`src/rtl/mem_access_ctrl_pkg.sv`:
```
// Shared op codes, bus size codes and FSM state encoding for the memory-stage access controller.
// Purely declarative; no logic.
package mem_access_ctrl_pkg;

  localparam logic [7:0] EXE_LB_OP  = 8'b1110_0000;
  localparam logic [7:0] EXE_LH_OP  = 8'b1110_0001;
  localparam logic [7:0] EXE_LW_OP  = 8'b1110_0011;
  localparam logic [7:0] EXE_LBU_OP = 8'b1110_0100;
  localparam logic [7:0] EXE_LHU_OP = 8'b1110_0101;
  localparam logic [7:0] EXE_SB_OP  = 8'b1110_1000;
  localparam logic [7:0] EXE_SH_OP  = 8'b1110_1001;
  localparam logic [7:0] EXE_SW_OP  = 8'b1110_1011;

  localparam logic [1:0] MEM_SIZE_BYTE = 2'd0;
  localparam logic [1:0] MEM_SIZE_HALF = 2'd1;
  localparam logic [1:0] MEM_SIZE_WORD = 2'd2;

  typedef enum logic [2:0] {
    ST_IDLE   = 3'd0,
    ST_REQ    = 3'd1,
    ST_WAIT   = 3'd2,
    ST_DONE   = 3'd3,
    ST_CANCEL = 3'd4
  } mac_state_e;

  // Everything the bus side needs to know about the op in EX/MEM, decoded in one place.
  typedef struct packed {
    logic        is_mem;
    logic        is_load;
    logic        is_store;
    logic        misaligned;
    logic [1:0]  size;
    logic [3:0]  wstrb;
    logic [31:0] wdata;
  } mem_req_t;

endpackage

```
`src/rtl/mem_store_align.sv`:
```
// Combinational op/address decode: access size, misalignment, big-endian byte strobes and lane-replicated store data.
// Zero latency; no flow control.
module mem_store_align
  import mem_access_ctrl_pkg::*;
(
  input  logic [7:0]  i_op,
  input  logic [1:0]  i_addr_lo,
  input  logic [31:0] i_wdata,
  output mem_req_t    o_req
);

  always_comb begin
    o_req            = '0;
    o_req.wdata      = i_wdata;
    case (i_op)
      EXE_LB_OP, EXE_LBU_OP: begin
        o_req.is_mem  = 1'b1;
        o_req.is_load = 1'b1;
        o_req.size    = MEM_SIZE_BYTE;
      end
      EXE_LH_OP, EXE_LHU_OP: begin
        o_req.is_mem     = 1'b1;
        o_req.is_load    = 1'b1;
        o_req.size       = MEM_SIZE_HALF;
        o_req.misaligned = i_addr_lo[0];
      end
      EXE_LW_OP: begin
        o_req.is_mem     = 1'b1;
        o_req.is_load    = 1'b1;
        o_req.size       = MEM_SIZE_WORD;
        o_req.misaligned = |i_addr_lo;
      end
      EXE_SB_OP: begin
        o_req.is_mem   = 1'b1;
        o_req.is_store = 1'b1;
        o_req.size     = MEM_SIZE_BYTE;
        // Offset 0 is the most significant lane.
        o_req.wstrb    = 4'b1000 >> i_addr_lo;
        o_req.wdata    = {4{i_wdata[7:0]}};
      end
      EXE_SH_OP: begin
        o_req.is_mem     = 1'b1;
        o_req.is_store   = 1'b1;
        o_req.size       = MEM_SIZE_HALF;
        o_req.misaligned = i_addr_lo[0];
        o_req.wstrb      = i_addr_lo[1] ? 4'b0011 : 4'b1100;
        o_req.wdata      = {2{i_wdata[15:0]}};
      end
      EXE_SW_OP: begin
        o_req.is_mem     = 1'b1;
        o_req.is_store   = 1'b1;
        o_req.size       = MEM_SIZE_WORD;
        o_req.misaligned = |i_addr_lo;
        o_req.wstrb      = 4'b1111;
      end
      default: o_req.wdata = i_wdata;
    endcase
  end

endmodule

```
`src/rtl/mem_access_ctrl.sv`:
```
// Memory-stage bus controller: alignment exceptions, req/addr_ok/data_ok handshake, read-word hold for the extractor.
// Min 3 cycles start-to-DONE; stalls the pipeline until DONE, then holds in DONE while the pipeline is stalled externally.
module mem_access_ctrl
  import mem_access_ctrl_pkg::*;
(
  input  logic        clk,
  input  logic        rst,
  input  logic        mem_valid,
  input  logic [7:0]  mem_op,
  input  logic [31:0] mem_addr,
  input  logic [31:0] mem_wdata,
  input  logic        mem_stall_ext,
  input  logic        flush,
  output logic        stall_o,
  output logic [31:0] load_rdata_o,
  output logic        adel_o,
  output logic        ades_o,
  output logic [31:0] badvaddr_o,
  output logic        data_req,
  output logic        data_wr,
  output logic [1:0]  data_size,
  output logic [3:0]  data_wstrb,
  output logic [31:0] data_addr,
  output logic [31:0] data_wdata,
  input  logic        data_addr_ok,
  input  logic        data_data_ok,
  input  logic [31:0] data_rdata
);

  mem_req_t   w_req;
  mac_state_e r_state;
  mac_state_e w_state_nxt;
  logic       w_start;
  logic       w_latch;
  logic       w_capture;
  logic       r_cancel;
  logic       r_data_req;
  logic       r_data_wr;
  logic [1:0] r_data_size;
  logic [3:0] r_data_wstrb;
  logic [31:0] r_data_addr;
  logic [31:0] r_data_wdata;
  logic [31:0] r_load_rdata;

  mem_store_align u_align (
    .i_op      (mem_op),
    .i_addr_lo (mem_addr[1:0]),
    .i_wdata   (mem_wdata),
    .o_req     (w_req)
  );

  assign w_start = mem_valid & w_req.is_mem & ~w_req.misaligned & ~flush;

  assign adel_o     = ~rst & mem_valid & ~flush & w_req.misaligned & w_req.is_load;
  assign ades_o     = ~rst & mem_valid & ~flush & w_req.misaligned & w_req.is_store;
  assign badvaddr_o = (adel_o | ades_o) ? mem_addr : 32'd0;

  always_ff @(posedge clk) begin
    if (rst) r_state <= ST_IDLE;
    else     r_state <= w_state_nxt;
  end

  always_comb begin
    w_state_nxt = r_state;
    case (r_state)
      ST_IDLE:   if (w_start) w_state_nxt = ST_REQ;
      // A flush seen at any point during REQ still lets addr_ok complete, then drains the data beat.
      ST_REQ:    if (data_addr_ok) w_state_nxt = (r_cancel || flush) ? ST_CANCEL : ST_WAIT;
      ST_WAIT: begin
        if (data_data_ok) w_state_nxt = flush ? ST_IDLE : ST_DONE;
        else if (flush)   w_state_nxt = ST_CANCEL;
      end
      ST_DONE:   if (flush || !mem_stall_ext) w_state_nxt = ST_IDLE;
      ST_CANCEL: if (data_data_ok) w_state_nxt = ST_IDLE;
      default:   w_state_nxt = ST_IDLE;
    endcase
  end

  always_comb begin
    stall_o   = 1'b0;
    w_latch   = 1'b0;
    w_capture = 1'b0;
    if (!rst) begin
      case (r_state)
        ST_IDLE: begin
          stall_o = w_start;
          w_latch = w_start;
        end
        ST_REQ, ST_CANCEL: stall_o = 1'b1;
        ST_WAIT: begin
          stall_o   = 1'b1;
          w_capture = data_data_ok & ~flush & ~r_data_wr;
        end
        default: stall_o = 1'b0;
      endcase
    end
  end

  always_ff @(posedge clk) begin
    if (rst) begin
      r_data_req   <= 1'b0;
      r_data_wr    <= 1'b0;
      r_data_size  <= 2'd0;
      r_data_wstrb <= 4'd0;
      r_data_addr  <= 32'd0;
      r_data_wdata <= 32'd0;
    end else if (w_latch) begin
      r_data_req   <= 1'b1;
      r_data_wr    <= w_req.is_store;
      r_data_size  <= w_req.size;
      r_data_wstrb <= w_req.wstrb;
      r_data_addr  <= mem_addr;
      r_data_wdata <= w_req.wdata;
    end else if (r_state == ST_REQ && data_addr_ok) begin
      r_data_req <= 1'b0;
    end
  end

  always_ff @(posedge clk) begin
    if (rst)                    r_cancel <= 1'b0;
    else if (r_state != ST_REQ) r_cancel <= 1'b0;
    else if (flush)             r_cancel <= 1'b1;
  end

  always_ff @(posedge clk) begin
    if (rst)            r_load_rdata <= 32'd0;
    else if (w_capture) r_load_rdata <= data_rdata;
  end

  assign data_req     = r_data_req;
  assign data_wr      = r_data_wr;
  assign data_size    = r_data_size;
  assign data_wstrb   = r_data_wstrb;
  assign data_addr    = r_data_addr;
  assign data_wdata   = r_data_wdata;
  assign load_rdata_o = r_load_rdata;

endmodule

```
`config.mk`:
```
export PLATFORM = sky130hd
export DESIGN_NAME = mem_access_ctrl
export DESIGN_NICKNAME = d
export VERILOG_FILES = /design/src/rtl/mem_access_ctrl_pkg.sv /design/src/rtl/mem_store_align.sv /design/src/rtl/mem_access_ctrl.sv
export SDC_FILE = /design/constraint.sdc
export NUM_CORES = 1
export LEC_CHECK = 0
export BUFFER_PORTS_ARGS = -buffer_cell sky130_fd_sc_hd__buf_2
export CORE_ASPECT_RATIO = 2
export CORE_UTILIZATION = 45
export DETAILED_ROUTE_END_ITERATION = 8
export PLACE_DENSITY = 0.78
export SLEW_MARGIN = 10
export SYNTH_ARGS = -nofsm -noshare
export SYNTH_HDL_FRONTEND = slang
export SYNTH_SLANG_ARGS = --single-unit
```
`constraint.sdc`:
```
create_clock -name clk -period 1.76 [get_ports clk]
set_input_delay 0.264 -clock clk [delete_from_list [all_inputs] [get_ports clk]]
set_output_delay 0.264 -clock clk [all_outputs]
set_load 0.03 [all_outputs]
```
**Word-level counts from Yosys, hierarchy flattened**

Cells that the tools add are included.

- Flip-flop bits (word level): 108
- Bits in latches: 0
- RAM bits: 0
- Bits in read-only memories: 0
- Input port bits: 111
- Output and inout bits: 139
- Memories: 0

- Add/sub/neg operators: 0
- $mul: 0
- Div/mod/pow operators: 0
- Magnitude comparators: 0
- Eq/ne operators: 18
- Shifts and indexed selects: 1
- Mux-type cells: 26
- Bitwise operators: 15
- Reduce and logical (&&, ||, !) cells: 15

Operators by type and width:

| cell | number |
|---|---|
| 8-bit == test, second input constant | 8 |
| 32-bit case mux with 2 select lines | 1 |
| 32-bit two-way mux | 1 |
| 3-bit two-way mux | 7 |
| 3-bit case mux with 5 select lines | 1 |
| 4-bit case mux with 3 select lines | 1 |
| 1-bit AND | 10 |
| 1-bit two-way mux | 10 |
| 3-bit OR reduction | 3 |
| 2-bit inequality test, second input constant | 4 |
| 8-bit OR reduction | 1 |
| 3-bit by 2-bit == test with 1-bit output, second input constant | 2 |
| 2-bit OR reduction | 3 |
| 5-bit AND reduction | 1 |
| 5-bit OR reduction | 1 |
| 4-bit two-way mux | 1 |
| 1-bit inverter | 4 |
| 1-bit case mux with 2 select lines | 2 |
| 2-bit case mux with 2 select lines | 1 |
| 4-bit by 2-bit >> shifter with 4-bit output, first input constant | 1 |
| 3-bit by 1-bit == test with 1-bit output, second input constant | 1 |
| 3-bit == test, second input constant | 1 |
| 3-bit zero test | 1 |
| 3-bit by 1-bit inequality test with 1-bit output, second input constant | 1 |
| 7 further kinds | 8 |

**Logic depth before layout (Yosys ltp)**

- Word-level depth: 9
- Gate-level depth with buffers: 8
- Depth with buffers taken out: 5

**Cells and area by module**

Synthesis repeated with hierarchy kept, for this count alone.

- Cell total of the unflattened synthesis: 601
- Area, all modules: 5764.3 um2

Modules (own cells, without submodules):

| module | instances | cells each | area each (um2) |
|---|---|---|---|
| mem_access_ctrl | 1 | 528 | 5098.6 |
| mem_store_align | 1 | 73 | 665.6 |

**Least setup slack after synthesis**

No wires, ideal clock.

- Path type: in2out
- Start: input mem_op[4]
- End: output adel_o
- Arrival time: 1.882 ns
- Required time: 1.496 ns
- Setup slack: -0.386 ns
- Cell stages on the path: 6
- Path buffers: 1
- Cell sequence: and4b_1 > buf_2 > nand2_1 > nor4_2 > inv_1 > nor3b_1

- Longest elaborated chain between the ends: 5

RTL lines:

| element | line | RTL |
|---|---|---|
| start, declared | mem_access_ctrl.sv:9 | `input logic [7:0] mem_op,` |
| 8-bit == test | mem_store_align.sv:15 | `case (i_op)` |
| 3-bit OR reduction (no source line) or 2-bit OR reduction (tied branches) | n/a |  |
| 1-bit case mux with 2 select lines | mem_store_align.sv:15 |  |
| 1-bit AND | mem_access_ctrl.sv:54 | `assign adel_o = ~rst & mem_valid & ~flush & w_req.misaligned & w_req.is_load;` |
| 1-bit AND * | mem_access_ctrl.sv:54 |  |
| end, declared | mem_access_ctrl.sv:16 | `output logic adel_o,` |

Every way passes the cells marked *; elsewhere a longest branch is shown, timed or not.

**Final worst setup path**

- Start: input mem_op[2]
- End: output badvaddr_o[16]

- Longest elaborated chain between the ends: 7

RTL lines:

| element | line | RTL |
|---|---|---|
| 8-bit == test | mem_store_align.sv:15 |  |
| 3-bit OR reduction (no source line) or 2-bit OR reduction (tied branches) | n/a |  |
| 1-bit case mux with 2 select lines | mem_store_align.sv:15 |  |
| 1-bit AND | mem_access_ctrl.sv:54, mem_access_ctrl.sv:55 |  |
| 1-bit AND (on tied branches) | mem_access_ctrl.sv:54, mem_access_ctrl.sv:55 |  |
| 1-bit bitwise OR * | mem_access_ctrl.sv:56 | `assign badvaddr_o = (adel_o \| ades_o) ? mem_addr : 32'd0;` |
| 32-bit two-way mux * | mem_access_ctrl.sv:56 |  |
| end, declared | mem_access_ctrl.sv:18 | `output logic [31:0] badvaddr_o,` |

Marks and branches as above.

==> summary.txt <==
Outcome -> finished with violations
Failing checks -> setup timing
Share of cells above drive strength 1 -> 43.8%
Syn Inst Count -> 576
RSZ-0062 raised after global routing -> true
Clock Path Buffers -> 2
Max Freq -> 0.529 GHz
Power per Cell Area -> 724 nW/um^2
Clock-pin slew on the worst setup and hold paths -> 0.07 ns
Avg Cell Area, Syn -> 8.27 sq um
CORE AREA -> 10200 sq um
Vias in the first global route -> 4871
Count of final setup violators -> 33
Setup Crit Path Kind -> in -> out
Hpwl dp -> 10600 um
Final Cycle Share -> 107%
Wire length on met2 -> 8340 um
Post-synth EDFFs -> 0
Final Slew Violations -> 0
Leakage -> 3.16 nW
Register area -> 2160 sq um
Worst-Skew Late Latency -> 0.34 ns
Overall power -> 5.09 mW
Distinct cells, synth -> 43
CP required -> 1.50 ns
Final hold vios -> 0
Drt initial violations -> 303
Syn nets -> 687
Rel. slew slack -> 68.1%
CP arrival -> 1.63 ns
Worst Path Buf+Inv -> 4
FILL cells -> 810
Min cycle time layout -> 1.89 ns
Detailed-route via count -> 5053
Top Layer Used -> met4
Sequential share of the synthesized area -> 45.4%
All-Layer GR Usage -> 26.7%
Post-route cell area -> 7030 sq um
FP Rows -> 52
Final Skew -> 0.0139 ns
Hold/Removal Path Class -> in -> reg
Syn. warnings -> 0
Via density -> 5.20
Worst path cell trace -> buf_8, and2b_1, a22oi_2, nor4_4, buf_6, clkbuf_16, and2_4, buf_6
Worst-path fanout max -> 8
Hold buffer count at cts -> 0
Setup ws final -> -0.132 ns
Commonest non-fill, non-tap cells in the layout -> buf_2, nand2_1, dfxtp_1
RR Startpoint -> r_state[0]$_SDFFE_PP0P_
FFs w/ async S/R, synth -> 0%
Clock Sinks -> 108
GP Congestion -> 0.883
Initial antenna violation count -> 1
Critical R2R Capture -> data_wstrb[3]$_SDFFE_PP0P_
Drc violations -> 0
Synth top area share -> 45.4%
Worst path top cell family by delay -> simple AND/OR/NAND/NOR gates
CP Capture Type -> primary output
Crit-path max cell delay -> 0.28 ns
Largest net degree at the start of global routing -> 102
Crit path depth -> 8
Cell Area, Placed -> 6290 sq um
First-pass GRT wire length -> 22700 um
Crit start category -> input port
DR pass1 iterations -> 4
Multi-input gate area -> 2470 sq um
Die area -> 11000 sq um
Slowest cell on crit path -> nor4_4
Max Cap Violations -> 0
Commonest non-fill, non-tap cell in the layout -> buf_2
Cell taking the most area after synthesis -> dfxtp_1
Synth Flop Type -> dfxtp_1
Worst Max-Slew Pin Slew -> 0.478 ns
Worst setup startpoint -> mem_op[2]
Die Height -> 147 um
Critical Path Most Common Cell -> buf_6
H-tree Lvls -> 3
Max VDD drop -> 0.835 mV
Net count, final -> 941
Root Buffer -> clkbuf_16
Setup crit end -> badvaddr_o[16]
Num CTS Buffers -> 9
Area growth syn-to-layout -> 47.7%
DRT met1 WL -> 5430 um
Main area contributors after synthesis -> dfxtp_1, nand2_1, a21oi_1, nand2b_1, mux2i_1
Mapped Area -> 4760 sq um
Worst hold start -> data_rdata[26]
GR Overflow Total -> 0
CTS tree -> built
Setup slack, reg-to-reg -> 0.12 ns
Yosys reg bits -> 108
PortBufs -> 249
Die width -> 74.7 um
I/O pin count -> 250
Final WL -> 15500 um
Post-route ant nets -> 0
Routed wl met3 -> 1040 um
R2R depth -> 4
Initial Utilization -> 46.6%
Wire per inst -> 16.0 um
state kept, by name, summed over array words and instances, names as in the netlist, 2 cells and up:
signal and cells:
data_wdata 32, data_size 2, data_wstrb 4, r_state 3, data_addr 32, load_rdata_o 32
routing by layer:
layer / GRT usage [%] / vias to the layer above
met4: 15.4 / 0
met1: 25.5 / 2325
met2: 49.5 / 244
li1: - / 2439
met5: 0 / -
met3: 5.93 / 45
metrics by stage:
step | setup TNS (ns) | cells | utilization (%) | hold WS [ns] | setup WS [ns]
6_report | -3.71 | 971 | 68.9 | 0.116 | -0.132
3_3_place_gp | -5.60 | 944 | 61.5 | 0.440 | -0.155
3_5_place_dp | -11.43 | 944 | 61.5 | 0.445 | -0.249
4_1_cts | -3.82 | 965 | 67.6 | 0.106 | -0.132
2_1_floorplan | -0.123 | 576 | - | 0.373 | -0.0567
5_1_grt | -5.57 | 971 | 68.9 | 0.112 | -0.168
power breakdown:
part           total, mW  switching (mW)  internal (mW)
clock               2.15           0.893           1.26
sequential          2.47          0.0104           2.46
combinational      0.476           0.257          0.219
total               5.09            1.16           3.93
timing repair:
| action | in CTS | in global routing |
|---|---|---|
| gates cloned | 1 | 2 |
| setup buffers | 4 | 3 |
| pin swaps | 4 | 4 |
| endpoints found under the setup margin | 34 | 35 |
| resized for setup | 83 | 22 |
worst min path at each step:
stage,endpoint,slack (ns),depth (start not counted)
floorplan,load_rdata_o[0]$_SDFFE_PP0P_,0.37,2
global placement,data_addr[4]$_SDFFE_PP0P_,0.44,2
detailed placement,data_addr[22]$_SDFFE_PP0P_,0.44,2
CTS,load_rdata_o[26]$_SDFFE_PP0P_,0.11,3
global route,load_rdata_o[27]$_SDFFE_PP0P_,0.11,3
finish,load_rdata_o[26]$_SDFFE_PP0P_,0.12,3
logic make-up (layout without fill, tap and decap cells):
family / count (synthesis) / in the layout / share of synthesized area [%]
AOI/OAI and AO/OA: 131 / 131 / 17.4
muxes: 24 / 24 / 5.05
other: 0 / 1 / 0
adders and majority gates: 1 / 1 / 0.210
buffers and inverters: 50 / 309 / 5.23
and+or+nand+nor: 262 / 262 / 26.7
DFF: 108 / 108 / 45.4
cells in the mapped netlist (all sizes together) (2+ instances only):
| cell type | number |
|---|---|
| nand2b | 39 |
| a31oi | 2 |
| nand2 | 135 |
| nor3 | 4 |
| and4 | 2 |
| and2 | 33 |
| a211oi | 16 |
| mux2i | 24 |
| nor4 | 4 |
| clkbuf | 22 |
| dfxtp | 108 |
| nand4 | 2 |
| buf | 23 |
| o31ai | 2 |
| nand3 | 3 |
| inv | 5 |
| nand3b | 6 |
| nor2 | 27 |
| o21ai | 40 |
| a21oi | 56 |
| o211ai | 8 |
final cells by class:
cell class | instances | area share [%]
inverter | 5 | 0.302
tap | 135 | 2.40
sequential | 108 | 30.7
multi-input combinational | 418 | 35.1
timing repair buffer | 288 | 26.9
clock buffer | 11 | 3.31
clock inverter | 5 | 1.21
antenna | 1 | 0.0356
worst register-to-register path, stage by stage (launching register included):
cell and delay, ns:
dfxtp_1 0.37, nor3_1 0.29, nand4_1 0.23, or3_1 0.46, o21ai_1 0.21
(Power assumes the default switching activity.)
